[src/rtl/des_subkey_sched_dec.sv]
// Sequential DES key schedule: emits one PC-2 subkey per valid/ready handshake, K16 first, K1 last.
// Define KEYSCHED_ENC_EN to add a 'mode' input that selects the forward K1..K16 order instead.
module des_subkey_sched_dec #(
    parameter int KEY_W    = 56,
    parameter int SUBKEY_W = 48
) (
    input  logic                clk,
    input  logic                rst_n,
    input  logic                start,
`ifdef KEYSCHED_ENC_EN
    input  logic                mode,
`endif
    input  logic [KEY_W-1:0]    key_in,
    output logic                busy,
    output logic                subkey_valid,
    input  logic                subkey_ready,
    output logic [SUBKEY_W-1:0] subkey,
    output logic [3:0]          round,
    output logic                done
);

    localparam int HALF_W = KEY_W / 2;

    // PC-2 selection, 1-based over C||D with bit 1 = MSB of C
    localparam int PC2 [SUBKEY_W] = '{
        14, 17, 11, 24,  1,  5,  3, 28, 15,  6, 21, 10,
        23, 19, 12,  4, 26,  8, 16,  7, 27, 20, 13,  2,
        41, 52, 31, 37, 47, 55, 30, 40, 51, 45, 33, 48,
        44, 49, 39, 56, 34, 53, 46, 42, 50, 36, 29, 32
    };

    typedef enum logic {
        IDLE = 1'b0,
        RUN  = 1'b1
    } state_t;

    state_t            state_q;
    logic [KEY_W-1:0]  cd_q;
    logic [3:0]        round_q;
    logic              valid_q;
    logic              busy_q;
    logic              done_q;
`ifdef KEYSCHED_ENC_EN
    logic              mode_q;
`endif

    logic              one_step;
    logic [HALF_W-1:0] c_cur;
    logic [HALF_W-1:0] d_cur;
    logic [KEY_W-1:0]  step_d;
    logic [KEY_W-1:0]  load_d;

    function automatic logic [HALF_W-1:0] rotr(input logic [HALF_W-1:0] h, input logic two);
        return two ? {h[1:0], h[HALF_W-1:2]} : {h[0], h[HALF_W-1:1]};
    endfunction

    function automatic logic [HALF_W-1:0] rotl(input logic [HALF_W-1:0] h, input logic two);
        return two ? {h[HALF_W-3:0], h[HALF_W-1:HALF_W-2]} : {h[HALF_W-2:0], h[HALF_W-1]};
    endfunction

    assign c_cur    = cd_q[KEY_W-1:HALF_W];
    assign d_cur    = cd_q[HALF_W-1:0];
    // Single-bit steps fall on the transitions between shift-by-1 rounds (1, 2, 9, 16)
    assign one_step = (round_q == 4'd0) || (round_q == 4'd7) || (round_q == 4'd14);

    always_comb begin
        step_d = {rotr(c_cur, !one_step), rotr(d_cur, !one_step)};
        load_d = key_in;
`ifdef KEYSCHED_ENC_EN
        if (mode_q) begin
            step_d = {rotl(c_cur, !one_step), rotl(d_cur, !one_step)};
        end
        // Encrypt starts at C1D1, which is one left rotation past C0D0
        if (mode) begin
            load_d = {rotl(key_in[KEY_W-1:HALF_W], 1'b0), rotl(key_in[HALF_W-1:0], 1'b0)};
        end
`endif
    end

    always_ff @(posedge clk or negedge rst_n) begin
        if (!rst_n) begin
            state_q <= IDLE;
            cd_q    <= '0;
            round_q <= 4'd0;
            valid_q <= 1'b0;
            busy_q  <= 1'b0;
            done_q  <= 1'b0;
`ifdef KEYSCHED_ENC_EN
            mode_q  <= 1'b0;
`endif
        end else begin
            done_q <= 1'b0;
            case (state_q)
                IDLE: begin
                    if (start) begin
                        cd_q    <= load_d;
                        round_q <= 4'd0;
                        valid_q <= 1'b1;
                        busy_q  <= 1'b1;
                        state_q <= RUN;
`ifdef KEYSCHED_ENC_EN
                        mode_q  <= mode;
`endif
                    end
                end
                RUN: begin
                    if (valid_q && subkey_ready) begin
                        if (round_q == 4'd15) begin
                            valid_q <= 1'b0;
                            busy_q  <= 1'b0;
                            done_q  <= 1'b1;
                            state_q <= IDLE;
                        end else begin
                            round_q <= round_q + 4'd1;
                            cd_q    <= step_d;
                        end
                    end
                end
                default: state_q <= IDLE;
            endcase
        end
    end

    for (genvar gi = 0; gi < SUBKEY_W; gi++) begin : g_pc2
        assign subkey[SUBKEY_W-1-gi] = cd_q[KEY_W-PC2[gi]];
    end

    assign busy         = busy_q;
    assign subkey_valid = valid_q;
    assign round        = round_q;
    assign done         = done_q;

endmodule

[config.mk]
export PLATFORM = sky130hd
export DESIGN_NAME = des_subkey_sched_dec
export DESIGN_NICKNAME = d
export VERILOG_FILES = /design/src/rtl/des_subkey_sched_dec.sv
export SDC_FILE = /design/constraint.sdc
export NUM_CORES = 1
export LEC_CHECK = 0
export CAP_MARGIN = 5
export CORE_AREA = 2 2 136 112
export DETAILED_ROUTE_END_ITERATION = 10
export DIE_AREA = 0 0 138 114
export PLACE_DENSITY_LB_ADDON = 0.3
export SYNTH_ARGS = -nofsm -noshare
export SYNTH_HDL_FRONTEND = slang
export SYNTH_SLANG_ARGS = --single-unit
[constraint.sdc]
create_clock -name clk -period 4.29 [get_ports clk]
set_input_delay 0.858 -clock clk [delete_from_list [all_inputs] [get_ports clk]]
set_output_delay 0.858 -clock clk [all_outputs]
set_load 0.01 [all_outputs]
* Word-level counts from Yosys, hierarchy flattened
Cells that the tools add are included.
Cells by class: bitwise operators 1, reductions and logical operators 6, mux-type cells 21, equal/unequal tests 7, $add $sub $neg 1
Operator list (number):
- $mux 56 | 3
- $pmux 56 s2 | 1
- $mux 28 | 2
- $mux 4 | 3
- $mux 1 | 9
- $eq 4x4->1 const B | 2
- $pmux 4 s2 | 1
- $reduce_and 3->1 | 2
- $add 4x1->4 const B | 1
- $eq 4x3->1 const B | 1
- $logic_not 4->1 | 1
- $ne 2x1->1 const B | 2
- $ne 2x2->1 const B | 2
- $pmux 1 s2 | 2
- $logic_or 1x1->1 | 2
- $logic_and 1x1->1 | 1
- $not 1->1 | 1
Storage, ports and cells: bits in registers 63, word-level logic and storage cells 41

* Depth between registers and ports, before layout
depth in word-level cells 7, depth in mapped cells 7, mapped depth without buffers 5

* Worst setup path after synthesis
OpenSTA, ideal clock, no wires.
path kind in2reg, from input port subkey_ready, to register cd_q[0], buffers on the path 1, setup time 150 ps, data required time 4140 ps, arrival 1762 ps, path slack 2378 ps, cell stages on the path 4, path through and3_1 -> nand2_1 -> buf_1 -> o311ai_2
Between the ends: cells in the longest elaborated chain, start to end 3
RTL lines:
- from (decl) | RTL line 16 | input logic subkey_ready,
- $logic_and 1x1->1 | RTL line 107 | if (valid_q && subkey_ready) begin
- $ne 2x1->1 (no line)
- $reduce_and 3->1 (no line)
- to (signal assigned) | RTL line 96 | cd_q <= load_d;
- to (signal assigned) | RTL line 115 | cd_q <= step_d;
- to (decl) | RTL line 38 | logic [KEY_W-1:0] cd_q;
Every way passes these cells. A chain may end at the register's enable or synchronous reset.

* Final worst setup path
from register round_q[0] (netlist: round[0]), to register cd_q[5]
Between the ends: cells in the longest elaborated chain, start to end 7, elaborated cells on any way between the ends 12, those cells by class 4 x eq/ne; 4 x mux; 4 x reduce/logical
RTL lines:
- from (decl) | RTL line 39 | logic [3:0] round_q;
- from (signal assigned) | RTL line 114 | round_q <= round_q + 4'd1;
- $eq 4x3->1 / $logic_not 4->1 (equally long branches) | RTL line 64 | assign one_step = (round_q == 4'd0) || (round_q == 4'd7) || (round_q == 4'd14);
- $logic_or 1x1->1 (2 in series) | RTL line 64
- $mux 28 | RTL line 54 | return two ? {h[1:0], h[HALF_W-1:2]} : {h[0], h[HALF_W-1:1]};
- $mux 56 | RTL line 108 | if (round_q == 4'd15) begin
- $mux 56 | RTL line 107
- $pmux 56 s2 | RTL line 93 | case (state_q)
Several ways; a longest one is shown, not always the timed one. The select of a mux whose other input is x is not followed.

==> results_dict.tcl <==
set metrics [dict create \
    clock_sinks 63 \
    cp_data_required_time_ps 4480 \
    peakVddDrop_mv 0.812 \
    drt-met1-wl_mm 7.96 \
    layout.nets 742 \
    core_sq_mm 0.0145 \
    grt_pass1_wl_mm 28.8 \
    yosysTopAreaCell "dfrtp_1" \
    whs_ps 610 \
    syn_area_sq_mm 0.00633 \
    numCtsBuffers 9 \
    grt_overflow 0 \
    io_pins 115 \
    min_period_ps 2850 \
    finalPower_mw 5.90 \
    dr.pass1.iters 5 \
    fp-row-count 40 \
    reg2regPathDepth 6 \
    critPathArrivalTime_ps 3040 \
    cellLeakagePower_nw 2.98 \
    slew-limit-headroom_pct 19.5 \
    drv_cap 0 \
    drv_slew 0 \
    outcome "finished, final reports clean" \
    hold_class "in -> async" \
    gp_congestion 0.804 \
    path_clk_slew_ps 60 \
    antenna_found_initial 0 \
    synth_async_sr_flop_share_pct 100 \
    syn-num-nets 733 \
    path_class "reg -> reg" \
    drive_above_1_share_pct 25.1 \
    ctsHoldBuffers 0 \
    io_buffers 114 \
    path_max_fanout 57 \
    setup_viol 0 \
    initial_core_util_pct 43.6 \
    drt_wl_total_mm 17.5 \
    clk_latency_ps 330 \
    dp_hpwl_mm 10.3 \
    viasPerCell 6.29 \
    yosysWarnings 0 \
    syn_avg_cell_area_sq_um 9.44 \
    syn_to_final_growth_pct 16.8 \
    ys_ff_latch 63 \
    ys.flop_type "dfrtp_1" \
    synth_edf_count 0 \
    die_w_microns 138 \
    final_antenna_net_count 0 \
    wl_per_cell_microns 20.0 \
    synth_seq_area_share_pct 24.9 \
    cts_tree "yes" \
    critPathCaptureType "register" \
    powerDensity_mw_per_mm2 798 \
    vias 5495 \
    synthCells 670 \
    synth.area.top_cells "dfrtp_1, o311ai_2, mux2i_1, mux2_4, a211oi_1" \
    antenna_cells 0 \
    crit_slowest_cell "nand2_2" \
    routed.top_layer "met4" \
    timing.fmax_mhz 351 \
    setup_tns_ps 0 \
    dr_wl_met2_mm 8.17 \
    cts_resized 0 \
    grt_pass1_vias 5438 \
    stdcell_area_sq_mm 0.00739 \
    placed_area_sq_mm 0.00706 \
    r2r_setup_slack_ps 1440 \
    yosysTopAreaCellShare_pct 24.9 \
    slowest_delay_ps 820 \
    tightest_slew_ps 1200 \
    ys_types 36 \
    hold_viol 0 \
    fp.dieH_microns 114 \
    finClkSkew_ps 4.38 \
    track_usage_pct 22.0 \
    wl_met3_mm 1.12 \
    setup.worst_path.start_class "register" \
    crit_path_cell_trace "inv_1 > ha_1 > buf_4 > nand2_2 > a211oi_1 > o311ai_2" \
    first_iter_violations 537 \
    cts_buffer_depth 2 \
    final_util_pct 50.9 \
    finalCritPeriodShare_pct 66.3 \
    drc_errors 0 \
    h-tree-depth 3 \
    rsz0062_at_grt "false" \
    cts_root_buf "clkbuf_16" \
    die_area_sq_mm 0.0157 \
    grt_start_max_net_pins 73 \
    post_cts.repair.setup_buffers 0 \
]
## placed cells by master, fill, tap and decap left out, types with 2 or more instances in the layout
cell type | netlist | layout
clkdlybuf4s50_1 | 0 | 112
dfrtp_1 | 63 | 60
nor2_1 | 58 | 58
a211oi_1 | 56 | 56
mux2i_1 | 56 | 56
and3_1 | 53 | 52
or2_2 | 51 | 51
o211ai_1 | 51 | 51
mux2_4 | 36 | 36
o311ai_2 | 35 | 35
mux2_2 | 17 | 17
o311ai_1 | 16 | 16
nor2b_1 | 13 | 13
clkbuf_16 | 0 | 9
buf_4 | 49 | 7
a21oi_1 | 6 | 6
and4_1 | 5 | 5
a31oi_1 | 5 | 5
a311oi_1 | 5 | 5
nand3_1 | 3 | 3
nand2_2 | 0 | 3
ha_1 | 3 | 3
dfrtp_2 | 0 | 3
inv_1 | 2 | 2
clkbuf_8 | 0 | 2
bufinv_16 | 0 | 2
clkinvlp_4 | 0 | 2
## metrics by stage
step | worst slack [ps] | cells
after floorplan | 2380 | 670
after global placement | 1270 | 857
after detailed placement | 1180 | 857
after CTS | 1520 | 873
after global routing | 1300 | 873
final | 1440 | 873
## sequential cells by signal, summed over array words and instances (netlist names)
signal and cells:
busy 1, cd_q 56, done 1, round 4, state_q 1
## power by group
| group | internal [mW] | total, mW | switching (mW) |
|---|---|---|---|
| Combinational | 1.89 | 3.68 | 1.78 |
| Sequential | 0.888 | 1.39 | 0.505 |
| Clock | 0.540 | 0.827 | 0.287 |
| Total | 3.32 | 5.90 | 2.58 |
## synthesized netlist by cell type, types with 2 or more instances
| cell type | n |
|---|---|
| dfrtp_1 | 63 |
| ha_1 | 3 |
| buf_6 | 6 |
| o311ai_2 | 35 |
| a211oi_1 | 56 |
| a311oi_1 | 5 |
| a21oi_1 | 6 |
| nand3_1 | 3 |
| mux2i_1 | 56 |
| inv_1 | 2 |
| buf_2 | 9 |
| a31oi_1 | 5 |
| and3_1 | 53 |
| o211ai_1 | 51 |
| mux2_2 | 17 |
| nor2_1 | 58 |
| o311ai_1 | 16 |
| and4_1 | 5 |
| nor2b_1 | 13 |
| mux2_4 | 36 |
| buf_4 | 49 |
| buf_1 | 4 |
| clkbuf_1 | 54 |
| or2_2 | 51 |
| nand2_1 | 3 |
## path summary, 6_finish.rpt
| path | endpoint | startpoint |
|---|---|---|
| min in group clk | round[1]$_DFFE_PN0P_ | round[1]$_DFFE_PN0P_ |
| worst max register to register | cd_q[5]$_DFFE_PN0P_ | round[0]$_DFFE_PN0P_ |
| worst min register to register | round[1]$_DFFE_PN0P_ | round[1]$_DFFE_PN0P_ |
| max in group asynchronous | cd_q[18]$_DFFE_PN0P_ | rst_n |
| worst max-delay path | cd_q[5]$_DFFE_PN0P_ | round[0]$_DFFE_PN0P_ |
| worst min-delay path | round[0]$_DFFE_PN0P_ | rst_n |
## critical path, delay by kind of cell (launching register included)
family                   cells  cell delay [ps]
adder cells (fa/ha/maj)      1              140
AND/OR/NAND/NOR              1              820
AO/OA/AOI/OAI                2              720
buffers and inverters        2              560
flip-flops                   1              430
## layer usage
metal / GRT usage, % / vias up
li1: - / 2526
met5: 0 / -
met3: 3.95 / 26
met2: 35.4 / 237
met4: 6.46 / 0
met1: 30.6 / 2706
## cell type report
| class | instances | area (sq um) |
|---|---|---|
| Tap cell | 189 | 236 |
| Fill cell | 1339 | 7130 |
| Sequential cell | 63 | 1580 |
| Multi-Input combinational cell | 482 | 4050 |
| Timing Repair Buffer | 120 | 1180 |
| Clock buffer | 11 | 253 |
| Clock inverter | 5 | 80.1 |
| Inverter | 3 | 11.3 |
## cell families (layout without fill, tap and decap cells)
| kind of cell | after synthesis | in the layout | synth area share, % |
|---|---|---|---|
| AND/OR/NAND/NOR | 191 | 191 | 16.6 |
| AO/OA/AOI/OAI | 179 | 179 | 26.2 |
| buffers and inverters | 125 | 139 | 11.2 |
| multiplexers | 109 | 109 | 20.4 |
| flip-flops | 63 | 63 | 24.9 |
| adder cells (fa/ha/maj) | 3 | 3 | 0.593 |
No activity file was read; power rests on OpenSTA's default activity.
